`src/rtl/regfile_pkg.sv`:
```
// rtl/regfile_pkg.sv - shared register file constants and clear-engine state encoding
package regfile_pkg;

  localparam int XLEN_DEF  = 32;
  localparam int NREGS_DEF = 32;
  localparam int REG_ZERO  = 0;

  typedef enum logic {
    CLEAR = 1'b0,
    RUN   = 1'b1
  } rf_state_e;

endpackage

```
`src/rtl/regfile_clear_fsm.sv`:
```
// rtl/regfile_clear_fsm.sv - sequential zeroing sweep; holds the array out of RUN until done
module regfile_clear_fsm
  import regfile_pkg::*;
#(
  parameter  int NREGS = NREGS_DEF,
  localparam int AW    = $clog2(NREGS)
) (
  input  logic          clk,
  input  logic          rst,
  input  logic          clear_req,
  output logic          clr_en,
  output logic [AW-1:0] clr_idx,
  output logic          init_done
);

  localparam logic [AW-1:0] LAST_IDX = AW'(NREGS - 1);

  rf_state_e     state, state_next;
  logic [AW-1:0] idx_next;

  always_ff @(posedge clk) begin
    if (rst) begin
      state   <= CLEAR;
      clr_idx <= '0;
    end else begin
      state   <= state_next;
      clr_idx <= idx_next;
    end
  end

  always_comb begin
    state_next = state;
    idx_next   = clr_idx;
    case (state)
      CLEAR: begin
        // The index parks at zero on exit so it never wraps past the last register
        if (clr_idx == LAST_IDX) begin
          state_next = RUN;
          idx_next   = '0;
        end else begin
          idx_next = clr_idx + AW'(1);
        end
      end
      RUN: begin
        if (clear_req) begin
          state_next = CLEAR;
          idx_next   = '0;
        end
      end
      default: begin
        state_next = CLEAR;
        idx_next   = '0;
      end
    endcase
  end

  assign clr_en    = (state == CLEAR) && !rst;
  assign init_done = (state == RUN);

endmodule

```
`src/rtl/regfile_mp.sv`:
```
// rtl/regfile_mp.sv - 2-read/2-write integer register file with x0, bypass and clear engine
module regfile_mp
  import regfile_pkg::*;
#(
  parameter  int XLEN   = XLEN_DEF,
  parameter  int NREGS  = NREGS_DEF,
  parameter  bit BYPASS = 1'b1,
  localparam int AW     = $clog2(NREGS)
) (
  input  logic            clk,
  input  logic            rst,
  input  logic            clear_req,
  output logic            init_done,
  input  logic [AW-1:0]   rs1,
  input  logic [AW-1:0]   rs2,
  output logic [XLEN-1:0] read_data1,
  output logic [XLEN-1:0] read_data2,
  input  logic [AW-1:0]   rd0,
  input  logic            write_enable0,
  input  logic [XLEN-1:0] write_data0,
  input  logic [AW-1:0]   rd1,
  input  logic            write_enable1,
  input  logic [XLEN-1:0] write_data1,
  output logic            wr_conflict
);

  localparam logic [AW-1:0] ZERO_IDX = AW'(REG_ZERO);

  logic [XLEN-1:0] mem [NREGS];
  logic            clr_en;
  logic [AW-1:0]   clr_idx;
  logic            wr_ok;
  logic            same_rd;
  logic            do_wr0;
  logic            do_wr1;
  logic [AW-1:0]   rs_sel [2];
  logic [XLEN-1:0] rdata  [2];

  regfile_clear_fsm #(.NREGS(NREGS)) u_clear_fsm (
    .clk       (clk),
    .rst       (rst),
    .clear_req (clear_req),
    .clr_en    (clr_en),
    .clr_idx   (clr_idx),
    .init_done (init_done)
  );

  // A clear request takes the array away this cycle, so its writes are dropped
  assign wr_ok   = init_done && !clear_req && !rst;
  assign same_rd = write_enable0 && write_enable1 && (rd0 == rd1) && (rd0 != ZERO_IDX);
  assign do_wr1  = wr_ok && write_enable1 && (rd1 != ZERO_IDX);
  assign do_wr0  = wr_ok && write_enable0 && (rd0 != ZERO_IDX) && !same_rd;

  always_ff @(posedge clk) begin
    if (clr_en) begin
      mem[clr_idx] <= '0;
    end else begin
      if (do_wr0) mem[rd0] <= write_data0;
      if (do_wr1) mem[rd1] <= write_data1;
    end
  end

  always_ff @(posedge clk) begin
    if (rst) wr_conflict <= 1'b0;
    else     wr_conflict <= wr_ok && same_rd;
  end

  assign rs_sel[0] = rs1;
  assign rs_sel[1] = rs2;

  // Bypass order mirrors commit order: port 1 beats port 0
  always_comb begin
    for (int p = 0; p < 2; p++) begin
      rdata[p] = '0;
      if (init_done && rs_sel[p] != ZERO_IDX) begin
        if (BYPASS && write_enable1 && rd1 == rs_sel[p])
          rdata[p] = write_data1;
        else if (BYPASS && write_enable0 && rd0 == rs_sel[p])
          rdata[p] = write_data0;
        else
          rdata[p] = mem[rs_sel[p]];
      end
    end
  end

  assign read_data1 = rdata[0];
  assign read_data2 = rdata[1];

endmodule

```
`config.mk`:
```
export PLATFORM = sky130hd
export DESIGN_NAME = regfile_mp
export DESIGN_NICKNAME = d
export VERILOG_FILES = /design/src/rtl/regfile_pkg.sv /design/src/rtl/regfile_clear_fsm.sv /design/src/rtl/regfile_mp.sv
export SDC_FILE = /design/constraint.sdc
export NUM_CORES = 2
export LEC_CHECK = 0
export ABC_CLOCK_PERIOD_IN_PS = 12100
export BUFFER_PORTS_ARGS = -buffer_cell sky130_fd_sc_hd__buf_2
export CAP_MARGIN = 20
export CORE_UTILIZATION = 32
export CTS_BUF_LIST = sky130_fd_sc_hd__clkbuf_16
export DETAILED_ROUTE_END_ITERATION = 10
export SYNTH_ARGS = -nofsm -noshare
export SYNTH_HDL_FRONTEND = slang
export SYNTH_HIERARCHICAL = 1
export SYNTH_SLANG_ARGS = --single-unit
export TNS_END_PERCENT = 5
```
`constraint.sdc`:
```
create_clock -name clk -period 12.1 [get_ports clk]
set_clock_uncertainty 0.1 [all_clocks]
set_input_delay 1.21 -clock clk [delete_from_list [all_inputs] [get_ports clk]]
set_output_delay 1.21 -clock clk [all_outputs]
set_load 0.005 [all_outputs]
```
After elaboration in Yosys (flattened, before gate mapping)
Memory sizes are Yosys's and may differ from the RTL's.
Cells that the tools add are included.

storage, ports and cells
  flip-flop bits (word level) = 7
  RAM bits = 1024
  input bits = 89
  output and inout bits = 66
  word-level logic and storage cells = 62
  memories kept = 1

cells by class
  add/subtract/negate cells = 1
  equality and inequality tests = 7
  multiplexer cells = 23
  bitwise logic cells = 1
  reductions and logical operators = 26

memories
  name  words  bits a word  read ports  clocked after memory_dff  wr ports  line              text
  mem   32     32           2           0                         2         regfile_mp.sv:29  logic [XLEN-1:0] mem [NREGS];

operator list
  cell                                                           number
  32-bit two-way mux                                             7
  32-bit OR reduction                                            1
  5-bit equality test                                            5
  5-bit nonzero test                                             4
  1-bit logical AND                                              18
  5-bit two-way mux                                              3
  1-bit two-way mux                                              11
  5-bit case mux with 2 select lines                             1
  5-bit by 1-bit adder with 5-bit output, second input constant  1
  5-bit equality test, second input constant                     1
  1-bit logical NOT                                              3
  2-bit != test, second input constant                           1
  1-bit case mux with 2 select lines                             1
  1-bit NOT                                                      1

Depth between registers and ports, before layout
  word-level depth = 11
  gate-level depth with buffers = 9
  depth with buffers taken out = 6

By module
The synthesis kept the hierarchy.

by module, submodules not included
  module             instances  cells an instance  area an instance (sq um)  seq. area each (sq um)
  regfile_mp         1          4805               60146.4                   30769.5
  regfile_clear_fsm  1          32                 284.0                     120.1

Least setup slack after synthesis
Ideal clock, no wire load.

  path type = input port to flip-flop
  start point = in rd0[0]
  end point = mem mem[20][0] (netlist name) (enable)
  library setup time = 0.433 ns
  arrival time = 4.205 ns
  data required time = 11.567 ns
  path slack = 7.362 ns
  stages on the path = 9
  path buffers = 4
  cells stage by stage = buf_2 > nor2_1 > a21oi_1 > o211a_1 > buf_2 > buf_6 > buf_6 > mux2_2 > o22ai_1

RTL lines
  what                line              text
  start: declaration  regfile_mp.sv:18  input logic [AW-1:0] rd0,
  end: declaration    regfile_mp.sv:29

Final worst setup path
  start point = in rs1[0]
  end point = out read_data1[8]

between the ends
  cells in the longest elaborated chain, start to end = 5
  elaborated cells between the ends (all ways) = 10
  classes of those cells = eq/ne (2); mux (3); reduce/logical (4); memory (1)

ends and longest elaborated chain
  what                                                                        line              text
  start: declaration                                                          regfile_mp.sv:14  input logic [AW-1:0] rs1,
  parallel branches: the longest is 4 deep, another holds memory 32 x 32 bit  -
  32-bit two-way mux (*)                                                      regfile_mp.sv:75  if (init_done && rs_sel[p] != ZERO_IDX) begin
  end: declaration                                                            regfile_mp.sv:16  output logic [XLEN-1:0] read_data1,

Every way passes the cells marked *.

==> results_dict.tcl <==
set metrics [dict create \
    wl_per_cell_um 31.7 \
    post-cts-setup-buffer-count 0 \
    number_of_global_route_vias_before_repair 43054 \
    combinationalPowerShare_pct 6.5 \
    placement_rows 159 \
    setup_viol 0 \
    cp_data_required_time_ns 10.79 \
    grt_setup_unrepaired "no" \
    end_kind "output port" \
    route.detailed.vias_per_inst 6.14 \
    net-switching-power_w 0.00184 \
    run_status "completed" \
    maximum_clock_rate_mhz 147 \
    dieArea_um2 191000 \
    clk_latency_ns 0.73 \
    cts.reportedPaths.clkPinSlew_ns 0.05 \
    number_of_port_buffers 154 \
    power.share.sequential_pct 50.8 \
    dr.first_iter.drc_count 6710 \
    grt_util_met2_pct 39.1 \
    drcViolationCount 0 \
    antenna_violating_nets_post_route 0 \
    die_w_um 437 \
    finalHoldViolations 0 \
    timing.hold.worst.class "reg -> reg" \
    number_of_enable_type_register_cells_in_the_synthesized_netlist 1024 \
    gp_congestion 0.811 \
    cts.hold.buffers_added 0 \
    drt_wirelength_mm 226 \
    clkSinkCount 1031 \
    drt_first_pass_iters 6 \
    slew_viol_final 0 \
    ys_ff_latch 1031 \
    synth_area_um2 60400 \
    syn_inst 4837 \
    antenna_found_initial 16 \
    synth_ff_type "sky130_fd_sc_hd__edfxtp_1" \
    nFillCells 17917 \
    postCtsResizedCells 0 \
    floorplan.io_pins 155 \
    use_met1_pct 27.2 \
    worst_endpoint_data_arrival_time_ns 5.49 \
    synth-warning-count 6 \
    root_buffer "sky130_fd_sc_hd__clkbuf_16" \
    die_y_um 437 \
    drive_gt1_share_pct 24.8 \
    max_slew.worst_pin.slew_ns 1.16 \
    hpwl_mm 115 \
    cts-root-to-sink-buffers 3 \
    design.core.area_um2 188000 \
    maxCapViolCount 0 \
    start_util_pct 32.2 \
    numCtsBuffers 106 \
    critPathKind "in -> out" \
    synthToLayoutAreaGrowth_pct 9.71 \
    final.period_utilization_pct 56.2 \
    layout.core_utilization_pct 35.3 \
    grt_remaining_overflow 0 \
    grt_busiest_layer "met2" \
    timing.final.crit_period_ns 6.80 \
    synth.distinct_cells 56 \
    critical_path_peak_fanout 94 \
    clock_power_share_pct 42.8 \
    seq_area_frac_synth_pct 51.1 \
    final_nets 4645 \
    htreeDepth 3 \
    post-layout-total-power_w 0.00769 \
    first_pass_grt_wire_length_mm 318 \
    num_vias 43879 \
    grt_max_degree 126 \
    globalRouteMet3Util_pct 4.23 \
    place.detailed.instances 6941 \
    setup_tns_ns 0 \
    finalNonFillerCells 7144 \
    p_sw_share_pct 23.9 \
    track_usage_pct 23.3 \
    worst_slew_margin_rel_pct 22.4 \
    cell_internal_pwr_w 0.00585 \
    mean_syn_cell_area_um2 12.5 \
    asyncSetResetFlopFracSynth_pct 0 \
    power_density_nw_per_um2 116 \
    p_leak_nw 17.9 \
    postSynthNetCount 4928 \
    critical_path.startpoint_type "primary input" \
    tritoncts "done" \
    vdd.ir_drop.worst_mv 0.114 \
]
-- metrics by stage --
stage	setup WS, ns	hold slack (ns)	cell area (um^2)
3_3_place_gp	5.22	0.465	62900
6_report	5.30	0.488	66300
4_1_cts	5.23	0.492	66300
5_1_grt	5.00	0.524	66300
2_1_floorplan	7.36	0.373	60400
3_5_place_dp	5.21	0.480	62900
-- cell families after synthesis --
kind of cell / Yosys count / synth area share [%]
XOR/XNOR: 25 / 0.362
AO/OA/AOI/OAI: 1112 / 9.87
buffers and inverters: 680 / 5.07
multiplexers: 654 / 24.0
flip-flops: 1031 / 51.1
adder cells (fa/ha/maj): 2 / 0.0414
AND/OR/NAND/NOR: 1333 / 9.57
-- per-layer routing --
metal | share of wire (%) | vias up | routed length [um]
met5 | 0.014 | - | 32
met4 | 7.6 | 6 | 17100
met3 | 11 | 813 | 24800
met2 | 48 | 3115 | 110000
met1 | 33 | 21903 | 74700
li1 | - | 18042 | -
-- flip-flops by register name, summed over array words and instances, names as in the netlist --
register and cells:
wr_conflict 1, u_clear_fsm/init_done 1, mem 1024, u_clear_fsm/clr_idx 5
-- power groups by stage --
stage / logic, W / registers [W] / clock network, W
after floorplan: 0.000349 / 0.00398 / 0
after global placement: 0.000487 / 0.00398 / 0
after detailed placement: 0.000491 / 0.00398 / 0
after CTS: 0.000492 / 0.00391 / 0.00331
after global routing: 0.000513 / 0.00391 / 0.00343
final: 0.000497 / 0.00391 / 0.00329
-- worst paths after layout --
kind / startpoint / endpoint / slack [ns] / cells past startpoint
max: rs1[0] / read_data1[8] / 5.30 / 8
min: u_clear_fsm/clr_idx[0] / u_clear_fsm/clr_idx[0] / 0.49 / 2
max reg2reg: u_clear_fsm/init_done / mem[8][12] / 7.26 / 6
min reg2reg: u_clear_fsm/clr_idx[0] / u_clear_fsm/clr_idx[0] / 0.49 / 2
-- synthesized netlist by cell type (3+ instances only) --
library cell	number	area share [%]
sky130_fd_sc_hd__a211oi_1	3	0.037
sky130_fd_sc_hd__a21oi_1	7	0.058
sky130_fd_sc_hd__a22oi_1	14	0.17
sky130_fd_sc_hd__a22oi_2	17	0.35
sky130_fd_sc_hd__a32oi_1	32	0.46
sky130_fd_sc_hd__buf_1	25	0.16
sky130_fd_sc_hd__buf_2	160	1.3
sky130_fd_sc_hd__buf_4	48	0.60
sky130_fd_sc_hd__buf_6	17	0.32
sky130_fd_sc_hd__clkbuf_1	389	2.4
sky130_fd_sc_hd__clkbuf_2	3	0.025
sky130_fd_sc_hd__dfxtp_1	7	0.23
sky130_fd_sc_hd__edfxtp_1	1024	51
sky130_fd_sc_hd__inv_1	38	0.24
sky130_fd_sc_hd__mux2_2	4	0.075
sky130_fd_sc_hd__mux2i_1	16	0.27
sky130_fd_sc_hd__mux4_2	634	24
sky130_fd_sc_hd__nand2_1	1035	6.4
sky130_fd_sc_hd__nand2b_1	4	0.041
sky130_fd_sc_hd__nand3_1	68	0.56
sky130_fd_sc_hd__nand3b_1	9	0.11
sky130_fd_sc_hd__nand4_1	97	1.0
sky130_fd_sc_hd__nand4_2	4	0.083
sky130_fd_sc_hd__nand4b_1	32	0.46
sky130_fd_sc_hd__nand4b_2	3	0.075
sky130_fd_sc_hd__nor2_1	16	0.099
sky130_fd_sc_hd__nor2_2	31	0.32
sky130_fd_sc_hd__nor2b_1	3	0.031
sky130_fd_sc_hd__nor3_1	7	0.058
sky130_fd_sc_hd__nor3b_1	7	0.087
sky130_fd_sc_hd__o21ai_0	995	8.2
sky130_fd_sc_hd__o22ai_1	32	0.33
sky130_fd_sc_hd__or2_2	3	0.031
sky130_fd_sc_hd__or4_1	3	0.037
sky130_fd_sc_hd__xnor2_1	17	0.25
sky130_fd_sc_hd__xor2_1	8	0.12
-- critical path, cell delays in order --
cell,delay [ns]
sky130_fd_sc_hd__buf_8,0.69
sky130_fd_sc_hd__buf_12,0.70
sky130_fd_sc_hd__buf_4,0.91
sky130_fd_sc_hd__mux4_2,0.60
sky130_fd_sc_hd__mux4_2,0.47
sky130_fd_sc_hd__nand4b_1,0.11
sky130_fd_sc_hd__nand3_1,0.33
sky130_fd_sc_hd__buf_2,0.25
-- area by class of cell --
class                      count  area [um^2]  area share [%]
antenna                        9         22.5          0.0340
clock buffer                 106         2650            4.00
clock inverter                88          722            1.09
inverter                      38          143           0.215
multi-input combinational   3126        27100            41.0
sequential                  1031        30900            46.6
tap                         2495         3120            4.71
timing repair buffer         251         1600            2.41
-- cell usage in the layout, fill, tap and decap left out, drive strengths merged, types with 3 or more instances in the layout --
master and instances:
bufinv 8, nand4 101, nand2b 4, inv 68
a32oi 32, nor3 7, xnor2 17, nor2 47
clkinv 46, or2 3, and2 3, o22ai 32
or4 3, edfxtp 1024, clkinvlp 4, xor2 8
a22oi 32, mux2 4, mux2i 16, o21ai 997
nor2b 3, nand3 68, diode 9, clkbuf 106
nand2 1035, dfxtp 7, buf 251, mux4 634
nand3b 9, nand4b 35, a31oi 3, a21oi 7
a211oi 3, nor3b 7
Power figures use the tool's default switching activity.
